### src/rtl/core_cache_arbiter.sv
// core_cache_arbiter: round-robin front end that shares one cache port among
// N_CORES cores. One transaction is outstanding at a time. The response is
// routed back to the granted core, and a watchdog returns an error response
// if the cache stays silent for TIMEOUT cycles after it accepted the request.
module core_cache_arbiter #(
    parameter int N_CORES = 4,
    parameter int ADDR_W  = 32,
    parameter int DATA_W  = 32,
    parameter int TIMEOUT = 255
) (
    input  logic                      clk,
    input  logic                      rst,
    input  logic [N_CORES-1:0]        req_valid,
    input  logic [N_CORES-1:0]        req_we,
    input  logic [N_CORES*ADDR_W-1:0] req_addr,
    input  logic [N_CORES*DATA_W-1:0] req_wdata,
    output logic [N_CORES-1:0]        req_ready,
    output logic [N_CORES-1:0]        rsp_valid,
    output logic [DATA_W-1:0]         rsp_rdata,
    output logic                      rsp_err,
    output logic                      c_req_valid,
    output logic                      c_req_we,
    output logic [ADDR_W-1:0]         c_addr,
    output logic [DATA_W-1:0]         c_wdata,
    input  logic                      c_req_ready,
    input  logic                      c_rsp_valid,
    input  logic [DATA_W-1:0]         c_rsp_rdata,
    output logic                      stray_rsp
);

    localparam int IDX_W = $clog2(N_CORES);
    // The counter only has to reach TIMEOUT-1.
    localparam int CNT_W = (TIMEOUT > 1) ? $clog2(TIMEOUT) : 1;

    typedef enum logic [1:0] {
        ST_IDLE = 2'd0,
        ST_REQ  = 2'd1,
        ST_WAIT = 2'd2
    } state_t;

    state_t              state_q, state_d;
    logic [IDX_W-1:0]    rr_ptr_q, rr_ptr_d;
    logic [IDX_W-1:0]    gnt_q, gnt_d;
    logic [CNT_W-1:0]    tmo_cnt_q, tmo_cnt_d;
    logic                we_q, we_d;
    logic [ADDR_W-1:0]   addr_q, addr_d;
    logic [DATA_W-1:0]   wdata_q, wdata_d;
    logic                c_req_valid_q, c_req_valid_d;
    logic [N_CORES-1:0]  rsp_valid_q, rsp_valid_d;
    logic [DATA_W-1:0]   rsp_rdata_q, rsp_rdata_d;
    logic                rsp_err_q, rsp_err_d;
    logic                stray_q, stray_d;

    logic                gnt_found;
    logic [IDX_W-1:0]    gnt_idx;
    logic [IDX_W:0]      scan_sum;
    logic [IDX_W-1:0]    next_ptr;

    // Round-robin search: first requesting core at or above rr_ptr, wrapping.
    always_comb begin
        gnt_found = 1'b0;
        gnt_idx   = '0;
        scan_sum  = '0;
        for (int off = 0; off < N_CORES; off++) begin
            scan_sum = {1'b0, rr_ptr_q} + (IDX_W+1)'(off);
            if (scan_sum >= (IDX_W+1)'(N_CORES)) begin
                scan_sum = scan_sum - (IDX_W+1)'(N_CORES);
            end
            if (!gnt_found && req_valid[scan_sum[IDX_W-1:0]]) begin
                gnt_found = 1'b1;
                gnt_idx   = scan_sum[IDX_W-1:0];
            end
        end
    end

    // Accept pulse is combinational in IDLE and forced low while in reset.
    always_comb begin
        req_ready = '0;
        if (rst && (state_q == ST_IDLE) && gnt_found) begin
            req_ready[gnt_idx] = 1'b1;
        end
    end

    // Pointer to the core after the one being served, wrapping at N_CORES-1.
    always_comb begin
        next_ptr = gnt_q + IDX_W'(1);
        if (gnt_q == IDX_W'(N_CORES - 1)) begin
            next_ptr = '0;
        end
    end

    // Next-state and next-output logic for the IDLE -> REQ -> WAIT_RSP loop.
    always_comb begin
        state_d       = state_q;
        rr_ptr_d      = rr_ptr_q;
        gnt_d         = gnt_q;
        tmo_cnt_d     = tmo_cnt_q;
        we_d          = we_q;
        addr_d        = addr_q;
        wdata_d       = wdata_q;
        c_req_valid_d = c_req_valid_q;
        rsp_valid_d   = '0;
        rsp_rdata_d   = '0;
        rsp_err_d     = 1'b0;
        stray_d       = stray_q;

        unique case (state_q)
            ST_IDLE: begin
                if (c_rsp_valid) begin
                    stray_d = 1'b1;
                end
                if (gnt_found) begin
                    gnt_d         = gnt_idx;
                    we_d          = req_we[gnt_idx];
                    addr_d        = req_addr[int'(gnt_idx)*ADDR_W +: ADDR_W];
                    wdata_d       = req_wdata[int'(gnt_idx)*DATA_W +: DATA_W];
                    c_req_valid_d = 1'b1;
                    state_d       = ST_REQ;
                end
            end
            ST_REQ: begin
                if (c_rsp_valid) begin
                    stray_d = 1'b1;
                end
                if (c_req_ready) begin
                    tmo_cnt_d     = '0;
                    c_req_valid_d = 1'b0;
                    state_d       = ST_WAIT;
                end
            end
            ST_WAIT: begin
                tmo_cnt_d = tmo_cnt_q + CNT_W'(1);
                // A real response beats a timeout landing in the same cycle.
                if (c_rsp_valid) begin
                    rsp_valid_d[gnt_q] = 1'b1;
                    rsp_rdata_d        = c_rsp_rdata;
                    rr_ptr_d           = next_ptr;
                    state_d            = ST_IDLE;
                end else if (tmo_cnt_q == CNT_W'(TIMEOUT - 1)) begin
                    rsp_valid_d[gnt_q] = 1'b1;
                    rsp_err_d          = 1'b1;
                    rr_ptr_d           = next_ptr;
                    state_d            = ST_IDLE;
                end
            end
            default: begin
                state_d = ST_IDLE;
            end
        endcase
    end

    // State, latched request fields and registered outputs.
    always_ff @(posedge clk or negedge rst) begin
        if (!rst) begin
            state_q       <= ST_IDLE;
            rr_ptr_q      <= '0;
            gnt_q         <= '0;
            tmo_cnt_q     <= '0;
            we_q          <= 1'b0;
            addr_q        <= '0;
            wdata_q       <= '0;
            c_req_valid_q <= 1'b0;
            rsp_valid_q   <= '0;
            rsp_rdata_q   <= '0;
            rsp_err_q     <= 1'b0;
            stray_q       <= 1'b0;
        end else begin
            state_q       <= state_d;
            rr_ptr_q      <= rr_ptr_d;
            gnt_q         <= gnt_d;
            tmo_cnt_q     <= tmo_cnt_d;
            we_q          <= we_d;
            addr_q        <= addr_d;
            wdata_q       <= wdata_d;
            c_req_valid_q <= c_req_valid_d;
            rsp_valid_q   <= rsp_valid_d;
            rsp_rdata_q   <= rsp_rdata_d;
            rsp_err_q     <= rsp_err_d;
            stray_q       <= stray_d;
        end
    end

    assign c_req_valid = c_req_valid_q;
    assign c_req_we    = we_q;
    assign c_addr      = addr_q;
    assign c_wdata     = wdata_q;
    assign rsp_valid   = rsp_valid_q;
    assign rsp_rdata   = rsp_rdata_q;
    assign rsp_err     = rsp_err_q;
    assign stray_rsp   = stray_q;

endmodule

### config.mk
export PLATFORM = sky130hd
export DESIGN_NAME = core_cache_arbiter
export DESIGN_NICKNAME = d
export VERILOG_FILES = /design/src/rtl/core_cache_arbiter.sv
export SDC_FILE = /design/constraint.sdc
export NUM_CORES = 1
export LEC_CHECK = 0
export CAP_MARGIN = 20
export CELL_PAD_IN_SITES_DETAIL_PLACEMENT = 1
export CELL_PAD_IN_SITES_GLOBAL_PLACEMENT = 1
export CORE_AREA = 2 2 157 159
export DETAILED_ROUTE_END_ITERATION = 8
export DIE_AREA = 0 0 159 161
export PLACE_DENSITY = 0.91
export SLEW_MARGIN = 15
export SYNTH_ARGS = -nofsm -noshare
export SYNTH_HDL_FRONTEND = slang
export SYNTH_SLANG_ARGS = --single-unit
### constraint.sdc
create_clock -name clk -period 3.35 [get_ports clk]
set_input_delay 0.67 -clock clk [delete_from_list [all_inputs] [get_ports clk]]
set_output_delay 0.67 -clock clk [all_outputs]
set_load 0.01 [all_outputs]
==> metrics.cfg <==
[clock_tree]
cts_tree = done
h-tree-depth = 4
clk_pin_slew_ns = 0.06
ctsHoldBuffers = 0
clock_latency_ns = 0.42
root_buffer = clkbuf_16
cts.sinks = 118
cts_buffers = 17
cts_max_path_buffers = 2

[worst_setup_path]
r2r_setup_slack_ns = 1.24
timing_worst_setup_path_type = input port to primary output
rr_startpoint = rr_ptr_q[1]
endpoint = req_ready[0]
end_kind = primary output
cp-start-kind = input port
startpoint = req_valid[2]
crit_fanout = 5
crit_arrival_ns = 2.55
required_ns = 2.68
r2r_end = c_addr[11]
rr_worst_depth = 5

[layout]
layout.nets = 1325
drive_gt1_frac = 0.0669
final_cell_mix = clkdlybuf4s50_1, dfrtp_1, nor2_1, o21ai_0
area_delta_synth_final_pct = 80.5
mostFrequentLayoutCell = clkdlybuf4s50_1

[detailed_routing]
dr.pass1.iters = 4
wl_met2_microns = 15400
routedWlPerCell_microns = 22.2
vias = 7106
viasPerCell = 5.24
antenna_left = 0
met1Wirelength_microns = 11300
drt-total-wl_microns = 30100
route.top_layer_used = met5
met3_length_microns = 2350
drtIter0Drc = 403
post-route-drc-count = 0

[power_and_ir_drop]
p_leak_uw = 0.00470
switchingPower_uw = 3510
switching_share = 0.412
clkPwrFrac = 0.217
ir_drop_v = 0.000399
power_density_nw_per_um2 = 756
power_frac_comb = 0.512
p_seq_frac = 0.271
intPower_uw = 5020

[timing]
tightest_slew_ns = 0.915
finalHoldViolations = 0
final.setup.tns_ns = 0
setup_viol = 0
fin_crit_sh = 0.962
fin_ws_ns = 0.128
grt_setup_unrepaired = false
drv_slew = 0
min_period_ns = 3.22
fmax_ghz = 0.310
fin_skew_ns = 0.0102
slew-limit-headroom = 0.390

[worst_hold_path]
hold_path.class = input port to async pin

[floorplanning]
coreArea_sq_um = 24000
die_area_sq_um = 25600
ios = 408
die_y_microns = 161
die_w_microns = 159
rows = 57
start_util = 0.261

[placed_design]
dp_slack_ns = 0.0476
dp_hpwl_microns = 22100
io_buffers = 407
place_congestion = 0.802

[yosys]
synth_cells = 630
synth_area_per_cell_sq_um = 9.92
ys_ff_latch = 118
synth_cell_type_count = 36
synth_warnings = 0
synth_nets = 936
syn-cell-area_sq_um = 6250
ys_seq_area_frac = 0.472

[grt]
gr-usage-all-layers = 0.231
grt_pass1_wl_microns = 45700
grt_max_degree = 75
first_global_vias = 7874
overflow = 0
antenna_found_initial = 2

[run]
maxCapViolations = 0

[status]
status = finished clean

-- how the worst min path moves through the flow --
stage / from / slack [ns] / endpoint
2_1_floorplan: rst / 0.37 / c_addr[0]
3_5_place_dp: stray_rsp / 0.45 / stray_rsp
4_1_cts: rst / 0.46 / c_addr[30]
6_report: rst / 0.44 / c_addr[24]
3_3_place_gp: stray_rsp / 0.44 / stray_rsp
5_1_grt: stray_rsp / 0.48 / stray_rsp
-- synthesized netlist by cell type, drive strengths merged --
cell       n  area, sq um
a221oi    65          569
o2111ai    1         8.76
xor2       4         35.0
a21oi      5         25.0
inv        7         26.3
clkbuf    29          109
nor3       1         10.0
nand2      9         33.8
nor2      77          292
o22ai     66          413
or3        3         18.8
a211oi     2         15.0
a31oi      1         6.26
buf       30          194
dfrtp    118         2950
and2       4         25.0
mux2       2         22.5
a211o      1         8.76
and3      39          244
nand4      2         12.5
nand3      4         20.0
mux2i     65          651
ha         6         75.1
nand2b     4         27.5
o31ai      2         20.0
o221a      1         11.3
o31a       1         8.76
a21o       2         15.0
nor2b      4         25.0
o21ai     73          365
nor4       2         12.5
-- metal layers --
layer	up-vias	GRT usage
li1	3183	-
met1	3517	0.259
met2	339	0.408
met3	65	0.0747
met4	2	0.0938
met5	-	0
-- power groups by stage --
stage | combinational, uW | sequential, uW | clock, uW
2_1_floorplan | 2170 | 2410 | 0
3_3_place_gp | 4180 | 2270 | 0
3_5_place_dp | 4370 | 2330 | 0
4_1_cts | 4390 | 2310 | 1900
5_1_grt | 4730 | 2380 | 1950
6_report | 4370 | 2310 | 1850
-- what timing repair did --
| action | CTS | global route |
|---|---|---|
| buffers inserted | 0 | 0 |
| resized for setup | 0 | 3 |
| setup endpoints to repair | 0 | 4 |
-- stage by stage --
step           hold slack [ns]  cells  area (sq um)  utilization  power, uW
5_1_grt                  0.475   1357         11300        0.471       9070
3_5_place_dp             0.447   1324         10700        0.446       6710
2_1_floorplan            0.374    630          6250            -       4580
3_3_place_gp             0.444   1324         10700        0.446       6450
6_report                 0.443   1357         11300        0.471       8530
4_1_cts                  0.456   1356         11300        0.470       8610
-- critical path, cell delays in order --
cell and delay (ns):
clkdlybuf4s50_1 0.58, buf_4 0.16, nor2_1 0.04, a31oi_1 0.26, o22ai_4 0.12, and3_1 0.19, clkdlybuf4s50_1 0.52
-- layout make-up --
class                   instances  area, sq um
diodes                          1         2.50
flip-flops and latches        118         2950
well taps                     324          405
repair buffers                429         4290
multi-input cells             446         3030
fillers                      2665        12700
clock buffers                  17          425
clock inverters                15          154
inverters                       7         26.3
-- registers in the layout, summed over array words and instances (netlist names) --
register and count:
rr_ptr_q 2, tmo_cnt_q 8, rsp_err 1, rsp_rdata 32
c_req_we 1, c_addr 32, gnt_q 2, state_q 2
c_wdata 32, c_req_valid 1, rsp_valid 4, stray_rsp 1
-- logic make-up (layout without fill, tap and decap cells) --
family	Yosys count	in the layout	synth area share
buf+inv	66	468	0.0526
xor+xnor	4	4	0.00560
compound gates	220	220	0.235
flops	118	118	0.472
other cells	0	1	0
simple gates	149	149	0.115
fa+ha+maj	6	6	0.0120
mux	67	67	0.108
Power figures use the tool's default switching activity.
==> edit 1 (same flow settings) <==
The parameter `TIMEOUT` goes from 255 to 510.
--- a/src/rtl/core_cache_arbiter.sv
+++ b/src/rtl/core_cache_arbiter.sv
@@ -6,7 +6,7 @@
     parameter int N_CORES = 4,
     parameter int ADDR_W  = 32,
     parameter int DATA_W  = 32,
-    parameter int TIMEOUT = 255
+    parameter int TIMEOUT = 510
 ) (
     input  logic                      clk,
     input  logic                      rst,
Check against the original RTL: no difference found for any inputs over 4 cycles, from zero or initial values and one cycle with rst low; that may be too few to reach the edited logic, so the function may still have changed.
==> edit 1 against the original RTL <==
Wire length rose by 23%. Via count rose by 27%. Design area rose by 7.7%. Setup slack improved by 97 ps. Critical endpoint is now req_ready[2]. Largest cell class unchanged. Total power rose by 2.8%. Sequential cell count rose by 1. Utilization rose by 3.6 points. Synthesized area rose by 16%. Clock power rose by 5%.
==> edit 1: results (changes against the original RTL) <==
Run status
  – Outcome: completed (unchanged)

Cells and area
  – Fillcell total: 2802 (was 2665)
  – Register Area: 2980 µm² (was 2950 µm²)
  – Layout area overhead: 68.0% (was 80.5%)
  – Count of non-CTS inverters in the layout: 8 (was 7)
  – #MultiIn Comb: 644 (was 446)
  – Clk tree area frac: 4.92% (was 5.13%)
  – Diode count: 3 (was 1)
  – Non-Filler Instances: 1568 (was 1357)
  – Multi-input logic area: 3820 µm² (was 3030 µm²)
  – Layout cells sized above 1: 6.77% (was 6.69%)
  – Buffer share of cell area: 35.5% (was 38.0%)
  – Non-clock buffers: 438 (was 429)

Drt
  – Initial drt markers: 622 (was 403)
  – Detailed Route WL: 37000 µm (was 30100 µm)
  – 1st-pass router iterations: 5 (was 4)
  – Via-per-instance ratio: 5.74 (was 5.24)

Global routing
  – Largest net degree at the start of global routing: 69 (was 75)
  – Initial antenna violation count: 3 (was 2)
  – Tot GR Track Use: 28.2% (was 23.1%)
  – Vias in the first global route: 9667 (was 7874)
  – First-pass GRT wire length: 56300 µm (was 45700 µm)
  – Aggregate global routing overflow: 0 (unchanged)

Setup path
  – Critical-path maximum fanout: 6 (was 5)
  – Crit path launch type: input port (unchanged)
  – Setup crit start: req_valid[1] (was req_valid[2])
  – Crit path DAT: 2460 ps (was 2550 ps)
  – RR Startpoint: rr_ptr_q[0]$_DFFE_PN0P_ (was rr_ptr_q[1]$_DFFE_PN0P_)

Placement
  – Placed Area: 11500 µm² (was 10700 µm²)
  – Hpwl dp: 24600 µm (was 22100 µm)
  – Routability congestion estimate: 0.834 (was 0.802)
  – Port bufs: 407 (unchanged)
  – Pre-CTS setup slack: -164 ps (was 47.6 ps)
  – Placed insts: 1532 (was 1324)

Floorplan
  – Die outline area: 25600 µm² (unchanged)

CTS
  – Num CTS Buffers: 17 (unchanged)
  – Clk slew on worst S/H paths: 70 ps
  – Clock Path Buffers: 2 (unchanged)
  – Worst skew pair latency: 430 ps
  – Clock sink count: 119 (was 118)
  – H-tree depth: 4 (unchanged)
  – Root Driver: clkbuf_16 (unchanged)
  – # resized after CTS: 2 (was 0)
  – Number of buffers added for setup after CTS: 0 (unchanged)

Pwr
  – Peak supply drop: 476 µV (was 399 µV)
  – Leakage dissipation: 4.80 nW (was 4.70 nW)

Synthesis
  – Yosys warning count: 0 (unchanged)
  – Post-synthesis sequential area ratio: 41.2% (was 47.2%)
  – Most frequent cells after synthesis: nand2_1 (139), a31oi_1 (130), dfrtp_1 (119) (was dfrtp_1 (118), nor2_1 (76), o21ai_0 (69))
  – Mapped Nets: 1184 (was 936)
  – Synthesized instance count: 878 (was 630)
  – Main area contributors after synthesis: dfrtp_1 (41%), a31oi_1 (11%), a311oi_1 (7.9%) (was dfrtp_1 (47%), mux2i_1 (10%), a221oi_1 (9.1%))
  – Ys async rst share: 100% (unchanged)
  – Distinct cell type count after synthesis: 45 (was 36)

STA
  – Clock Skews: 11.1 ps (was 10.2 ps)
  – Worst slew margin: 34.8% (was 39.0%)
  – Setup_tns: 0 ps (unchanged)

Min path
  – HP Class: input port to asynchronous set/reset pin (unchanged)
==> edit 1: changes by cell type in the layout (fill, tap and decap cells not counted), sizes merged, moves of 4 or more <==
cell	change
nor3	+4
nor2	-4
a311oi	+65
a31oi	+129
and3	-4
o22ai	-66
nand4	+65
mux2i	-64
buf	+12
o21ai	-65
a221oi	-65
nand2	+130
and2	+65
==> edit 1: kinds of logic after synthesis <==
kind of cell,count (synthesis),share of synthesized area (%)
and+or+nand+nor,412,28.2
muxes,3,0.450
DFF,119,41.2
adders and majority gates,6,1.04
AOI/OAI and AO/OA,220,21.6
buffers and inverters,115,7.23
xor gates and xnor gates,3,0.363
==> edit 1: worst paths after layout <==
kind	to	slack (ps)	cells after the start
max	req_ready[2]	220	8
min	rr_ptr_q[0]$_DFFE_PN0P_	430	2
max reg2reg	c_addr[31]$_DFFE_PN0P_	1030	6
min reg2reg	stray_rsp$_DFFE_PN0P_	470	1
max in group asynchronous	rsp_rdata[5]$_DFF_PN0_	1460	3
min in group clk	stray_rsp$_DFFE_PN0P_	470	1
==> edit 1: worst max-delay path: stages <==
cell             delay, ps
buf_2                  170
buf_4                  180
nor4_1                  80
nor3_2                 260
nand2_2                140
nor3_4                 270
buf_4                  160
clkdlybuf4s50_1        520
==> edit 1: per-layer routing <==
layer / vias to the layer above / track usage, % / routed length, µm
met3: 86 / 7.50 / 2770
li1: 3947 / - / -
met5: - / 0 / 0
met4: 0 / 15.7 / 1650
met2: 490 / 47.1 / 18000
met1: 4470 / 33.1 / 14600
==> edit 1: where the power goes <==
| part | total [mW] | switching (mW) | internal, mW |
|---|---|---|---|
| Combinational | 4.55 | 2.57 | 1.99 |
| Sequential | 2.28 | 0.330 | 1.95 |
| Clock | 1.94 | 0.871 | 1.07 |
==> edit 2 (config.mk and constraints unchanged) <==
Made on the original files. Reset style: synchronous (`rst`), changed in one clocked block.
--- a/src/rtl/core_cache_arbiter.sv
+++ b/src/rtl/core_cache_arbiter.sv
@@ -150,7 +150,7 @@
     end
 
     // State, latched request fields and registered outputs.
-    always_ff @(posedge clk or negedge rst) begin
+    always_ff @(posedge clk) begin
         if (!rst) begin
             state_q       <= ST_IDLE;
             rr_ptr_q      <= '0;
Function: differs if rst is asserted again (counterexample within 4 cycles, from zero or initial values and one cycle with rst low); with rst held inactive, the same outputs for 4 cycles.
==> edit 2 against the original RTL <==
Wire length rose by 5.5%. Setup slack got worse by 15 ps. Sequential cell count unchanged. Register-to-register slack lost 280 ps. Synthesized area fell by 3.6%. Die area did not move. Clock skew is 5.6 ps higher. Design area is 2.5% lower. Critical path type unchanged. Critical endpoint unchanged. Largest cell class unchanged. Highest routed layer is now met4.
Power is not compared: it rests on default switching activity, and its combinational part moved more than twofold at a synthesized area within 25%.
==> edit 2: results (changes against the original RTL) <==
Run status
  – Outcome: completed (unchanged)

Cells and area
  – Layout cells sized above 1: 6.26% (was 6.69%)
  – Nets: 1412 (was 1325)
  – Fillcell total: 2800 (was 2665)

Setup path
  – Highest-delay cell along the critical path: clkdlybuf4s50_1 (unchanged)
  – Critical-path maximum fanout: 8 (was 5)
  – Crit path DAT: 2570 ps (was 2550 ps)
  – CP max stage delay: 560 ps (was 580 ps)

Drt
  – Initial drt markers: 518 (was 403)
  – Vias: 7709 (was 7106)
  – 1st-pass router iterations: 5 (was 4)

STA
  – Worst slew margin: 45.2% (was 39.0%)
  – Clock Skews: 15.7 ps (was 10.2 ps)

Global routing
  – Largest net degree at the start of global routing: 68 (was 75)
  – Tot GR Track Use: 24.2% (was 23.1%)
  – Vias in the first global route: 8372 (was 7874)
  – Initial antenna violation count: 1 (was 2)
  – First-pass GRT wire length: 48600 µm (was 45700 µm)

Placement
  – Pre-CTS setup slack: 25.6 ps (was 47.6 ps)
  – Hpwl dp: 22800 µm (was 22100 µm)
  – Routability congestion estimate: 0.856 (was 0.802)

Synthesis
  – Post-synthesis sequential area ratio: 39.2% (was 47.2%)
  – Distinct cell type count after synthesis: 44 (was 36)
  – Top_reg_cell synth: dfxtp_1 (was dfrtp_1)
  – Most frequent cells after synthesis: o21ai_0 (133), dfxtp_1 (118), a21oi_1 (78) (was dfrtp_1 (118), nor2_1 (76), o21ai_0 (69))
  – Main area contributors after synthesis: dfxtp_1 (39%), o21ai_0 (11%), a221oi_1 (8.7%) (was dfrtp_1 (47%), mux2i_1 (10%), a221oi_1 (9.1%))

Min path
  – HP Class: register to register (was input port to asynchronous set/reset pin)
-- edit 2: changes by cell type after synthesis, sizes merged, moves of 63 or more --
cell | before | now
dfrtp | 118 | 0
dfxtp | 0 | 118
a21oi | 5 | 78
mux2i | 65 | 0
o22ai | 66 | 1
nand3 | 4 | 67
-- edit 2: logic make-up (layout without fill, tap and decap cells) --
logic type,after synthesis,in the layout,share of synthesized area [%]
AOI/OAI and AO/OA,363,363,38.4
and+or+nand+nor,164,164,14.6
DFF,118,118,39.2
buffers and inverters,89,467,6.36
adders and majority gates,6,6,1.25
muxes,1,1,0.187
-- edit 2: layout make-up --
cell class | count | area [µm²] | share of cell area (%)
Inverter | 7 | 26.3 | 0.239
Tap cell | 324 | 405 | 3.69
Clock inverter | 15 | 155 | 1.41
Timing Repair Buffer | 428 | 4290 | 39.0
Sequential cell | 118 | 2360 | 21.5
Multi-Input combinational cell | 534 | 3330 | 30.3
Clock buffer | 17 | 425 | 3.87
-- edit 2: tightest hold or removal path: stages (launching register included) --
cell	delay [ps]
dfxtp_1	340
a21oi_1	60
nor2_1	90
-- edit 2: worst paths after layout --
check | from | to | slack [ps] | depth (start not counted)
max reg2reg | rr_ptr_q[1]$_SDFFE_PN0P_ | c_wdata[5]$_SDFFE_PN0P_ | 960 | 5
min | stray_rsp$_SDFFE_PN0P_ | stray_rsp$_SDFFE_PN0P_ | 520 | 2
max | req_valid[0] | req_ready[0] | 110 | 7
min reg2reg | stray_rsp$_SDFFE_PN0P_ | stray_rsp$_SDFFE_PN0P_ | 520 | 2
-- edit 2: repair_timing --
item | CTS | global route
setup buffers | 0 | 0
setup endpoints to repair | 0 | 1
gates resized for setup | 0 | 1
-- edit 2: power groups by stage --
stage | clock [mW] | combinational [mW] | sequential (mW)
floorplan | 0 | 0.403 | 1.64
global placement | 0 | 1.15 | 1.60
detailed placement | 0 | 1.18 | 1.60
CTS | 1.90 | 1.19 | 1.57
global route | 1.96 | 1.27 | 1.59
finish | 1.85 | 1.18 | 1.58
-- edit 2: metrics by stage --
step / cell area, µm² / instances
2_1_floorplan: 6020 / 741
3_3_place_gp: 10400 / 1411
3_5_place_dp: 10400 / 1411
4_1_cts: 11000 / 1443
5_1_grt: 11000 / 1443
6_report: 11000 / 1443
-- edit 2: routing by layer --
metal | up-vias | part of all wire, % | global-route usage [%]
li1 | 3509 | - | -
met2 | 398 | 50 | 42.4
met4 | 0 | 4.1 | 12.0
met5 | - | 0 | 0
met3 | 58 | 7.6 | 6.99
met1 | 3744 | 39 | 27.1
